$ cat config.mk
export PLATFORM = sky130hd
export DESIGN_NAME = fetch_unit
export DESIGN_NICKNAME = d
export VERILOG_FILES = /design/src/rtl/pipes_pkg.sv /design/src/rtl/fetch_unit_skid_buf.sv /design/src/rtl/fetch_unit.sv
export SDC_FILE = /design/constraint.sdc
export NUM_CORES = 1
export LEC_CHECK = 0
export BUFFER_PORTS_ARGS = -buffer_cell sky130_fd_sc_hd__buf_2
export CORE_MARGIN = 2
export CORE_UTILIZATION = 40
export CTS_CLUSTER_SIZE = 20
export DETAILED_ROUTE_END_ITERATION = 8
export PLACE_DENSITY = 0.63
export SLEW_MARGIN = 10
export SYNTH_ARGS = -nofsm -noshare
export SYNTH_HDL_FRONTEND = slang
export SYNTH_SLANG_ARGS = --single-unit
$ cat constraint.sdc
create_clock -name clk -period 7.7 [get_ports clk]
set_clock_uncertainty 0.2 [all_clocks]
set_input_delay 0.77 -clock clk [delete_from_list [all_inputs] [get_ports clk]]
set_output_delay 0.77 -clock clk [all_outputs]
set_load 0.05 [all_outputs]
$ cat src/rtl/pipes_pkg.sv
// Shared pipeline types for the fetch stage: FSM states, the fetch-to-decode
// payload and the exception record that travels with it.
package pipes;

  typedef enum logic [1:0] {
    FETCH   = 2'd0,
    DISCARD = 2'd1,
    HALT    = 2'd2
  } fetch_state_t;

  localparam logic [31:0] NOP_INSTR = 32'h0000_0013;

  typedef logic [3:0] exc_cause_t;
  localparam exc_cause_t INSTR_ADDR_MISALIGNED = 4'd0;

  typedef struct packed {
    logic       valid;
    exc_cause_t cause;
    logic [63:0] tval;
  } ex_data_t;

  typedef struct packed {
    logic [31:0] instruction;
    logic [63:0] pc;
    ex_data_t    ex_data;
  } fetch_data_t;

endpackage

$ cat src/rtl/fetch_unit_skid_buf.sv
// One-entry skid buffer catching a fetched word when the output register
// is held by a stalled decode stage.
module fetch_skid_buf
  import pipes::*;
(
  input  logic        clk,
  input  logic        reset,
  input  logic        load,
  input  logic        drain,
  input  logic        clear,
  input  fetch_data_t load_data,
  output logic        full,
  output fetch_data_t data
);

  always_ff @(posedge clk) begin
    if (!reset || clear) begin
      full <= 1'b0;
    end else if (load) begin
      full <= 1'b1;
    end else if (drain) begin
      full <= 1'b0;
    end
  end

  always_ff @(posedge clk) begin
    if (load) begin
      data <= load_data;
    end
  end

endmodule

$ cat src/rtl/fetch_unit.sv
// Instruction fetch stage: single-outstanding bus requests, output register
// plus skid buffer toward decode. FETCH_MISALIGN_CHECK_EN enables the
// misaligned-pc exception and HALT state.
module fetch_unit
  import pipes::*;
#(
  parameter logic [63:0] RESET_PC = 64'h8000_0000
) (
  input  logic        clk,
  input  logic        reset,
  output logic        ireq_valid,
  output logic [63:0] ireq_addr,
  input  logic        iresp_data_ok,
  input  logic [31:0] iresp_data,
  input  logic        stall,
  input  logic        redirect,
  input  logic [63:0] redirect_pc,
  output logic        out_valid,
  output fetch_data_t out_data
);

  fetch_state_t state_p0, state_nxt;
  logic [63:0]  pc_p0;
  logic [63:0]  req_addr_p0;
  logic         req_pend_p0;

  logic         consume, out_free, misaligned;
  logic         issue, resp, accept, raise_exc;
  logic         skid_full, skid_load, skid_drain;
  fetch_data_t  skid_data, new_data;

  assign consume  = out_valid && !stall;
  assign out_free = !out_valid || consume;

`ifdef FETCH_MISALIGN_CHECK_EN
  assign misaligned = (pc_p0[1:0] != 2'b00);
`else
  assign misaligned = 1'b0;
`endif

  assign issue = (state_p0 == FETCH) && !req_pend_p0 && !skid_full && out_free && !misaligned;

  // Once raised, the request is held from req_pend_p0 so the address cannot
  // follow a redirect-updated pc.
  assign ireq_valid = reset && (req_pend_p0 || issue);
  assign ireq_addr  = req_pend_p0 ? req_addr_p0 : pc_p0;

  assign resp      = ireq_valid && iresp_data_ok;
  assign accept    = resp && (state_p0 == FETCH) && !redirect;
  assign raise_exc = (state_p0 == FETCH) && !req_pend_p0 && !skid_full && out_free
                     && misaligned && !redirect;

  assign skid_load  = accept && !out_free;
  assign skid_drain = consume && skid_full;

  always_comb begin
    state_nxt = state_p0;
    case (state_p0)
      FETCH: begin
        if (redirect) begin
          state_nxt = (ireq_valid && !iresp_data_ok) ? DISCARD : FETCH;
        end else if (raise_exc) begin
          state_nxt = HALT;
        end
      end
      DISCARD: begin
        if (resp) begin
          state_nxt = FETCH;
        end
      end
      HALT: begin
        if (redirect) begin
          state_nxt = FETCH;
        end
      end
      default: state_nxt = FETCH;
    endcase
  end

  always_comb begin
    new_data    = '0;
    new_data.pc = pc_p0;
    if (raise_exc) begin
      new_data.instruction   = NOP_INSTR;
      new_data.ex_data.valid = 1'b1;
      new_data.ex_data.cause = INSTR_ADDR_MISALIGNED;
      new_data.ex_data.tval  = pc_p0;
    end else begin
      new_data.instruction = iresp_data;
    end
  end

  // p0: fetch control -- state, pc, outstanding request
  always_ff @(posedge clk) begin
    if (!reset) begin
      state_p0    <= FETCH;
      pc_p0       <= RESET_PC;
      req_pend_p0 <= 1'b0;
    end else begin
      state_p0    <= state_nxt;
      req_pend_p0 <= ireq_valid && !iresp_data_ok;
      if (redirect) begin
        pc_p0 <= redirect_pc;
      end else if (accept) begin
        pc_p0 <= pc_p0 + 64'd4;
      end
    end
  end

  always_ff @(posedge clk) begin
    if (issue) begin
      req_addr_p0 <= pc_p0;
    end
  end

  // p1: output register toward decode; a parked skid entry is older than
  // any new response, so it drains first
  always_ff @(posedge clk) begin
    if (!reset) begin
      out_valid <= 1'b0;
      out_data  <= '0;
    end else if (redirect) begin
      out_valid <= 1'b0;
    end else if (out_free) begin
      if (skid_full) begin
        out_valid <= 1'b1;
        out_data  <= skid_data;
      end else if (accept || raise_exc) begin
        out_valid <= 1'b1;
        out_data  <= new_data;
      end else begin
        out_valid <= 1'b0;
      end
    end
  end

  fetch_skid_buf u_skid (
    .clk       (clk),
    .reset     (reset),
    .load      (skid_load),
    .drain     (skid_drain),
    .clear     (redirect),
    .load_data (new_data),
    .full      (skid_full),
    .data      (skid_data)
  );

endmodule
# == Yosys cells after proc, flatten, opt, wreduce, memory -nomap -nowiden ==
# Cells that the tools add are included.
# op_classes
addsub,1
mul,0
div,0
order_cmp,0
n_eq_ne,5
shift,0
mux,14
n_bitwise,2
n_reduce_logical,29
# ops
op,n
two-way mux 165 bit,2
two-way mux 64 bit,3
"adder 64 x 3 -> 64 bit, second input constant",1
logical AND 1 bit,11
logical NOT 1 bit,8
two-way mux 2 bit,3
"!= test 2 bit, second input constant",3
one-hot mux 2 bit (3 select lines),1
AND reduction 3 bit,2
nonzero test 2 bit,3
two-way mux 1 bit,5
logical OR 1 bit,3
"== test 2 x 1 -> 1 bit, second input constant",1
"== test 2 bit, second input constant",1
logical NOT 2 bit,1
NOT 1 bit,2
OR reduction 2 bit,1
# word_totals
regBits,394
latch_bits,0
ramBits,0
rom_bits,0
input_bits,101
word_cells,64
n_memories,0

# == Logic depth before layout (Yosys ltp) ==
# Gate-level depths: netlist (run 1).
# depth
ltp_word,11
ltp_mapped,9
mapped_depth_nobuf,6

# == Modules after synthesis ==
# Synthesis (run 1) repeated with hierarchy kept, for this count alone.
# hier_totals
hier_cells,1505
hier_area_um2,18019.8
# by_module_without_submodules
module,n_inst,cells_per_inst,area_per_inst_um2,seq_area_each_um2
fetch_unit,1,1336,13025.0,6566.3
fetch_skid_buf,1,169,4994.8,4974.8

# == Least setup slack after synthesis (run 1) ==
# Ideal clock, no wire load.
# synth_path
path_kind,input to register
start,input port stall
end,"register req_addr_p0[0], enable pin"
setup_time_ns,0.565
arrival_time_ns,5.305
required_ns,6.935
path_slack_ns,1.630
stages,2
n_path_buf,0
cell_sequence,a21o_1 nor3_1
# synth_via
elab_chain_len,4
# synth_lines
item,line_no,text
from (decl),fetch_unit.sv:15,"input logic stall,"
logical NOT 1 bit,fetch_unit.sv:32,assign consume = out_valid && !stall;
logical AND 1 bit,fetch_unit.sv:32,
logical OR 1 bit,fetch_unit.sv:33,assign out_free = !out_valid || consume;
logical AND 1 bit,n/a,
via issue,fetch_unit.sv:28,"logic issue, resp, accept, raise_exc;"
to (signal assigned),fetch_unit.sv:112,req_addr_p0 <= pc_p0;
to (decl),fetch_unit.sv:24,logic [63:0] req_addr_p0;
# The timed path passes the listed nets, and every way through them passes these cells.
# A chain may end at the register's enable or synchronous reset.

# == Final worst setup path (run 1) ==
# layout_path
start,register u_skid.full
end,register out_data[139] (netlist name)
# layout_via
elab_chain_len,10
# layout_lines
item,line_no,text
from (decl),fetch_unit_skid_buf.sv:12,"output logic full,"
from (signal assigned),fetch_unit_skid_buf.sv:18,full <= 1'b0;
from (signal assigned),fetch_unit_skid_buf.sv:20,full <= 1'b1;
from (signal assigned),fetch_unit_skid_buf.sv:22,full <= 1'b0;
logical NOT 1 bit,n/a,
logical AND 1 bit (2 in series),n/a,
logical OR 1 bit,fetch_unit.sv:45,assign ireq_valid = reset && (req_pend_p0 || issue);
logical AND 1 bit,fetch_unit.sv:45,
logical AND 1 bit,fetch_unit.sv:48,assign resp = ireq_valid && iresp_data_ok;
logical AND 1 bit (2 in series),fetch_unit.sv:49,assign accept = resp && (state_p0 == FETCH) && !redirect;
nonzero test 2 bit (no source line),n/a,
AND reduction 3 bit (no source line),n/a,
to (signal assigned),fetch_unit.sv:127,out_data <= skid_data;
to (signal assigned),fetch_unit.sv:130,out_data <= new_data;
to (decl),fetch_unit.sv:19,output fetch_data_t out_data
# Several ways; a longest one is shown, not always the timed one.

==> flow_metrics.py, run 1 <==
metrics = {
    "outcome": {
        "status": "finished clean",
    },
    "clocking": {
        "clkTransAtPathRegs_ps": 60,
        "cts_root_buf": "clkbuf_16",
        "postCtsSetupBuffers": 0,
        "cts_tree": "done",
        "numCtsBuffers": 37,
        "clk_latency_ps": 520,
        "ctsHoldBuffers": 0,
        "clock_path_buffers": 3,
        "cts_resized": 0,
        "htreeDepth": 2,
        "cts.sinks": 324,
    },
    "placement": {
        "dp.cells": 1907,
        "hpwl_mm": 24.64,
        "io_buffers": 262,
        "place.gp.congestion": 0.8019,
        "place_area_um2": 15660,
        "dp_slack_ps": 3502,
    },
    "yosys": {
        "yosysWarningCount": 0,
        "postSynthCellCount": 1272,
        "synth.distinct_cells": 51,
        "synth_edf_count": 160,
        "dominantRegCellSynth": "dfxtp_1",
        "ys_seq_area_frac": 0.5661,
        "ys_ff_latch": 324,
        "async_flop_share": 0,
        "netlist_area_um2": 14290,
        "syn_avg_cell_area_um2": 11.23,
    },
    "floorplan": {
        "start_util": 0.4036,
        "rows": 69,
        "die_h_um": 193.0,
        "core-area_um2": 35400,
        "boundaryPins": 332,
        "die_w_um": 193.0,
        "die_area_um2": 37250,
    },
    "sta": {
        "max_slew_margin": 0.2784,
        "post-route-min-period_ps": 4116,
        "rsz0062_at_grt": "no",
        "fin_crit_sh": 0.5345,
        "tns_ps": 0,
        "hold_slack_ps": 257.9,
        "setup_ws_ps": 3584,
        "hold_viol_final": 0,
        "setup_violations": 0,
        "finalMaxSlewViolations": 0,
        "fmax_ghz": 0.2430,
        "tightest_slew_ps": 1081,
    },
    "power": {
        "power.density_nw_per_um2": 257.3,
        "total_leakage_power_nw": 6.192,
        "total_power_mw": 4.331,
        "vdd_drop_max_mv": 0.1644,
    },
    "route": {
        "drtAntennaViolNets": 0,
        "num_vias": 10460,
        "initialDrtViolationCount": 693,
        "routed_wl_mm": 36.96,
        "detail_route.vias_per_cell": 5.299,
        "wl_per_cell_um": 18.73,
        "route.detailed.drc": 0,
        "drt-pass1-iter-count": 5,
    },
    "finish": {
        "fin_cells": 1974,
        "syn2layout_area_growth_pct": 17.80,
        "multi_input_area_um2": 5545,
        "regArea_um2": 8095,
        "fin_util": 0.4755,
        "fin_area_um2": 16830,
        "fillers": 3262,
        "nNetsFinal": 1587,
        "drive_gt1_frac": 0.2674,
    },
    "grt": {
        "antenna_found_initial": 2,
        "grt_pass1_vias": 9722,
        "grt_max_degree": 110,
        "grt_use_total": 0.1928,
        "overflow": 0,
        "grt_pass1_wl_mm": 55.87,
    },
    "critical_path": {
        "required_ps": 7900,
        "path_class": "reg2reg",
        "endpoint_kind": "flip-flop",
        "worstPathArrival_ps": 4320,
        "startpoint_type": "flip-flop",
        "crit_fanout": 68,
    },
    "flow_run": {
        "cap_violations": 0,
    },
    "min_path": {
        "min_path_type": "in2reg",
    },
}
## Yosys cell counts, drive strengths merged, types with 2 or more instances
library cell,count,area share
edfxtp,160,0.34
xnor2,27,0.017
a31oi,12,0.0053
mux2i,96,0.067
a21o,2,0.0011
nor3b,4,0.0021
nor3,21,0.0074
nor2,123,0.032
and2,6,0.0026
o211ai,10,0.0053
mux2,59,0.047
nand2,43,0.011
and3,15,0.0066
a311oi,5,0.0031
nor4,21,0.0092
buf,76,0.039
o2111ai,6,0.0037
or3,17,0.0078
or2,4,0.0018
or4,9,0.0050
inv,7,0.0018
dfxtp,164,0.23
nor2b,5,0.0022
o311a,3,0.0021
and4,12,0.0074
clkbuf,93,0.025
o21a,2,0.0011
o211a,5,0.0035
o31a,2,0.0012
a21oi,29,0.010
nor4b,2,0.0012
nand3,33,0.012
a211oi,103,0.054
o31ai,6,0.0032
o21ai,60,0.021
nand4,23,0.011
## path summary, 6_finish.rpt
kind	start	to	slack, ps	cells after the start
setup / recovery	u_skid.full	out_data[139]	3580	7
setup reg to reg	u_skid.full	out_data[139]	3580	7
hold / removal	iresp_data[21]	u_skid.data[154]	260	1
hold reg to reg	out_data[133]	out_data[133]	290	2
## layout make-up
cell class | instances | area share
antenna | 2 | 0.0002974
clock buffer | 50 | 0.06029
clock inverter | 15 | 0.009218
inverter | 7 | 0.001784
multi-input combinational | 840 | 0.3295
sequential | 324 | 0.4810
tap | 461 | 0.03427
timing repair buffer | 275 | 0.08371
## worst max-delay path, stage by stage (launching register included)
cell and delay [ps]:
dfxtp_4 910, buf_4 820, nor2_1 190, a211oi_4 300, buf_4 510, buf_4 620, nor2_1 80, a211oi_1 250
## sequential cells by signal, summed over array words and instances (netlist names)
signal / flops
req_addr_p0: 64
out_data: 96
u_skid.data: 96
u_skid.full: 1
state_p0: 1
pc_p0: 64
req_pend_p0: 1
out_valid: 1
## power by group
| part | switching, mW | internal [mW] |
|---|---|---|
| logic | 0.469 | 0.155 |
| clock network | 0.684 | 1.02 |
| registers | 0.0845 | 1.91 |
## layout by cell type (no fill, tap or decap), types with 4 or more instances in the layout
| cell type | n |
|---|---|
| clkbuf_8 | 4 |
| o31ai_1 | 6 |
| nor2_1 | 123 |
| nand4_1 | 22 |
| nor3b_1 | 4 |
| a21oi_1 | 28 |
| o211ai_1 | 10 |
| nand3_1 | 33 |
| and4_1 | 11 |
| a311oi_1 | 5 |
| o2111ai_1 | 6 |
| or3_1 | 16 |
| nor2b_1 | 5 |
| clkinv_2 | 7 |
| conb_1 | 69 |
| a31oi_1 | 12 |
| dfxtp_1 | 162 |
| buf_4 | 13 |
| o211a_1 | 5 |
| nor4_1 | 20 |
| o21ai_0 | 59 |
| xnor2_1 | 27 |
| buf_2 | 262 |
| inv_1 | 5 |
| nor3_1 | 20 |
| clkbuf_16 | 37 |
| nand2_1 | 43 |
| and2_1 | 6 |
| edfxtp_1 | 160 |
| and3_1 | 15 |
| mux2i_1 | 96 |
| or2_2 | 4 |
| or4_1 | 8 |
| mux2_2 | 59 |
| a211oi_1 | 102 |
| clkbuf_1 | 9 |
## logic make-up (layout without fill, tap and decap cells)
kind of cell / after synthesis / count (layout) / share of synthesized area
compound gates: 248 / 248 / 0.1169
xor+xnor: 28 / 28 / 0.01716
fa+ha+maj: 1 / 1 / 0.0008756
buf+inv: 176 / 347 / 0.06551
flops: 324 / 324 / 0.5661
mux: 155 / 155 / 0.1138
other cells: 1 / 71 / 0.0002625
simple gates: 339 / 339 / 0.1195
## metal layers
metal	GRT usage	up-vias	wire [um]
li1	-	5074	-
met1	0.2681	4941	16390
met2	0.3063	381	16870
met3	0.03023	65	2600
met4	0.06789	0	1105
met5	0	-	0
(Power assumes the default switching activity.)
==> run 2: changes to the inputs <==
==> constraint.sdc (replaced) <==
create_clock -name clk -period 4.2 [get_ports clk]
set_clock_uncertainty 0.2 [all_clocks]
set_input_delay 0.42 -clock clk [delete_from_list [all_inputs] [get_ports clk]]
set_output_delay 0.42 -clock clk [all_outputs]
set_load 0.05 [all_outputs]
==> flow_metrics.py, run 2 (synthesized netlist as in run 1, its figures left out) <==
metrics = {
    "outcome": {
        "status": "finished clean",
    },
    "clocking": {
        "cts_tree": "done",
        "numCtsBuffers": 37,
        "clk_latency_ps": 530,
        "cts.sinks": 324,
        "clock_path_buffers": 3,
        "cts_root_buf": "clkbuf_16",
        "clkTransAtPathRegs_ps": 60,
        "htreeDepth": 2,
    },
    "sta": {
        "fmax_ghz": 0.3133,
        "setup_violations": 0,
        "hold_viol_final": 0,
        "tns_ps": 0,
        "finalMaxSlewViolations": 0,
        "rsz0062_at_grt": "no",
        "fin_crit_sh": 0.7599,
        "tightest_slew_ps": 958.9,
        "max_slew_margin": 0.3601,
        "post-route-min-period_ps": 3191,
    },
    "placement": {
        "io_buffers": 262,
        "hpwl_mm": 25.20,
        "dp.cells": 1912,
        "place_area_um2": 15730,
        "place.gp.congestion": 0.8132,
    },
    "finish": {
        "drive_gt1_frac": 0.2565,
        "fin_cells": 2048,
        "fin_area_um2": 17590,
        "top_regs": "out_data (96), u_skid.data (96)",
        "nNetsFinal": 1660,
        "syn2layout_area_growth_pct": 23.13,
        "layout_commonest_cell": "buf_2",
        "final_cell_mix": "buf_2, dfxtp_1, edfxtp_1, nor2_1, a211oi_1",
        "fin_util": 0.4970,
        "antenna_cells": 0,
    },
    "critical_path": {
        "crit_family": "buffers and inverters",
        "crit_fanout": 44,
        "required_ps": 3580,
        "startpoint_type": "flip-flop",
        "cp.depth": 4,
        "critPathMaxStageDelay_ps": 720,
        "crit_chain": "buf_4 > o21bai_1 > and2_1 > buf_2",
        "endpoint_kind": "output pin",
        "path_class": "reg2out",
        "ff2ff_path_depth": 5,
        "worstPathArrival_ps": 2570,
        "crit_slowest_cell": "dfxtp_4",
        "cp_num_buf_inv": 2,
    },
    "min_path": {
        "min_path_type": "in2reg",
        "hold_depth": 3,
    },
    "flow_run": {
        "cap_violations": 0,
    },
    "grt": {
        "grt_pass1_vias": 10080,
        "antenna_found_initial": 1,
        "grt_pass1_wl_mm": 57.79,
        "grt_max_degree": 129,
        "grt_use_total": 0.1995,
        "overflow": 0,
    },
    "route": {
        "num_vias": 10740,
        "initialDrtViolationCount": 663,
        "detail_route.vias_per_cell": 5.245,
        "wl_per_cell_um": 18.76,
        "drt-pass1-iter-count": 5,
        "route.detailed.drc": 0,
        "drtAntennaViolNets": 0,
        "routed_wl_mm": 38.41,
    },
    "floorplan": {
        "die_w_um": 193.0,
        "boundaryPins": 332,
        "die_h_um": 193.0,
        "die_area_um2": 37250,
        "rows": 69,
        "core-area_um2": 35400,
        "start_util": 0.4036,
    },
    "power": {
        "power.density_nw_per_um2": 454.7,
        "total_leakage_power_nw": 6.516,
        "seq_power_share": 0.458,
        "switchingPower_mw": 2.274,
        "comb_power_share": 0.150,
        "swShare": 0.2843,
        "vdd_drop_max_mv": 0.3664,
        "clkPwrFrac": 0.392,
        "intPower_mw": 5.725,
    },
}
run 2: changes by cell type in the layout (fill, tap and decap cells not counted), sizes merged:
cell,previous run,this run
diode,2,0
clkinv,10,9
clkbuf,50,56
clkinvlp,2,1
buf,275,280
bufinv,3,2
dlygate4sd3,0,68
run 2: per-layer routing:
metal  up-vias  routed length, um  global-route usage
met2       317              17700              0.3211
met4         2                868             0.05915
met5         -                 11                   0
li1       5209                  -                   -
met3        54               2129             0.03348
met1      5160              17700              0.2769
run 2: power by group through the flow:
stage	sequential (mW)	combinational [mW]	clock (mW)
after detailed placement	3.73	1.16	0
after global placement	3.72	1.15	0
after CTS	3.66	1.21	3.22
after global routing	3.69	1.28	3.36
after floorplan	3.84	0.780	0
final	3.66	1.20	3.13
run 2: through the flow:
| step | power (mW) | setup slack [ps] | hold slack [ps] |
|---|---|---|---|
| after floorplan | 4.621 | 180.1 | 220.2 |
| after global placement | 4.870 | 1143 | 284.0 |
| after detailed placement | 4.887 | 1040 | 289.9 |
| after CTS | 8.092 | 975.0 | 5.753 |
| after global routing | 8.328 | 861.0 | 13.91 |
| final | 7.999 | 1009 | 22.74 |
run 2: path summary, 6_finish.rpt:
check / end / start / slack [ps]
setup reg to reg: pc_p0[39] / u_skid.full / 1070
hold reg to reg: out_data[164] / out_data[164] / 290
hold / removal: pc_p0[29] / redirect_pc[29] / 20
setup / recovery: ireq_valid / req_pend_p0 / 1010
run 2: layout make-up:
cell class / instances / area (um2)
Fill cell: 3205 / 17800
Inverter: 7 / 30.03
Tap cell: 461 / 576.8
Timing Repair Buffer: 348 / 2152
Clock buffer: 56 / 1070
Clock inverter: 12 / 116.4
Sequential cell: 324 / 8095
Multi-Input combinational cell: 840 / 5552
run 2: worst register-to-register path: stages, from the launching register on:
cell and delay (ps):
dfxtp_4 510, a21oi_2 450, o21ai_2 210, or4_1 910, or4_1 620, o311a_1 130
run 2: timing repair:
item,in CTS,in global routing
hold endpoints to repair,69,0
setup endpoints to repair,0,0
resized for setup,0,0
hold buffers,68,0
buffers inserted,0,0
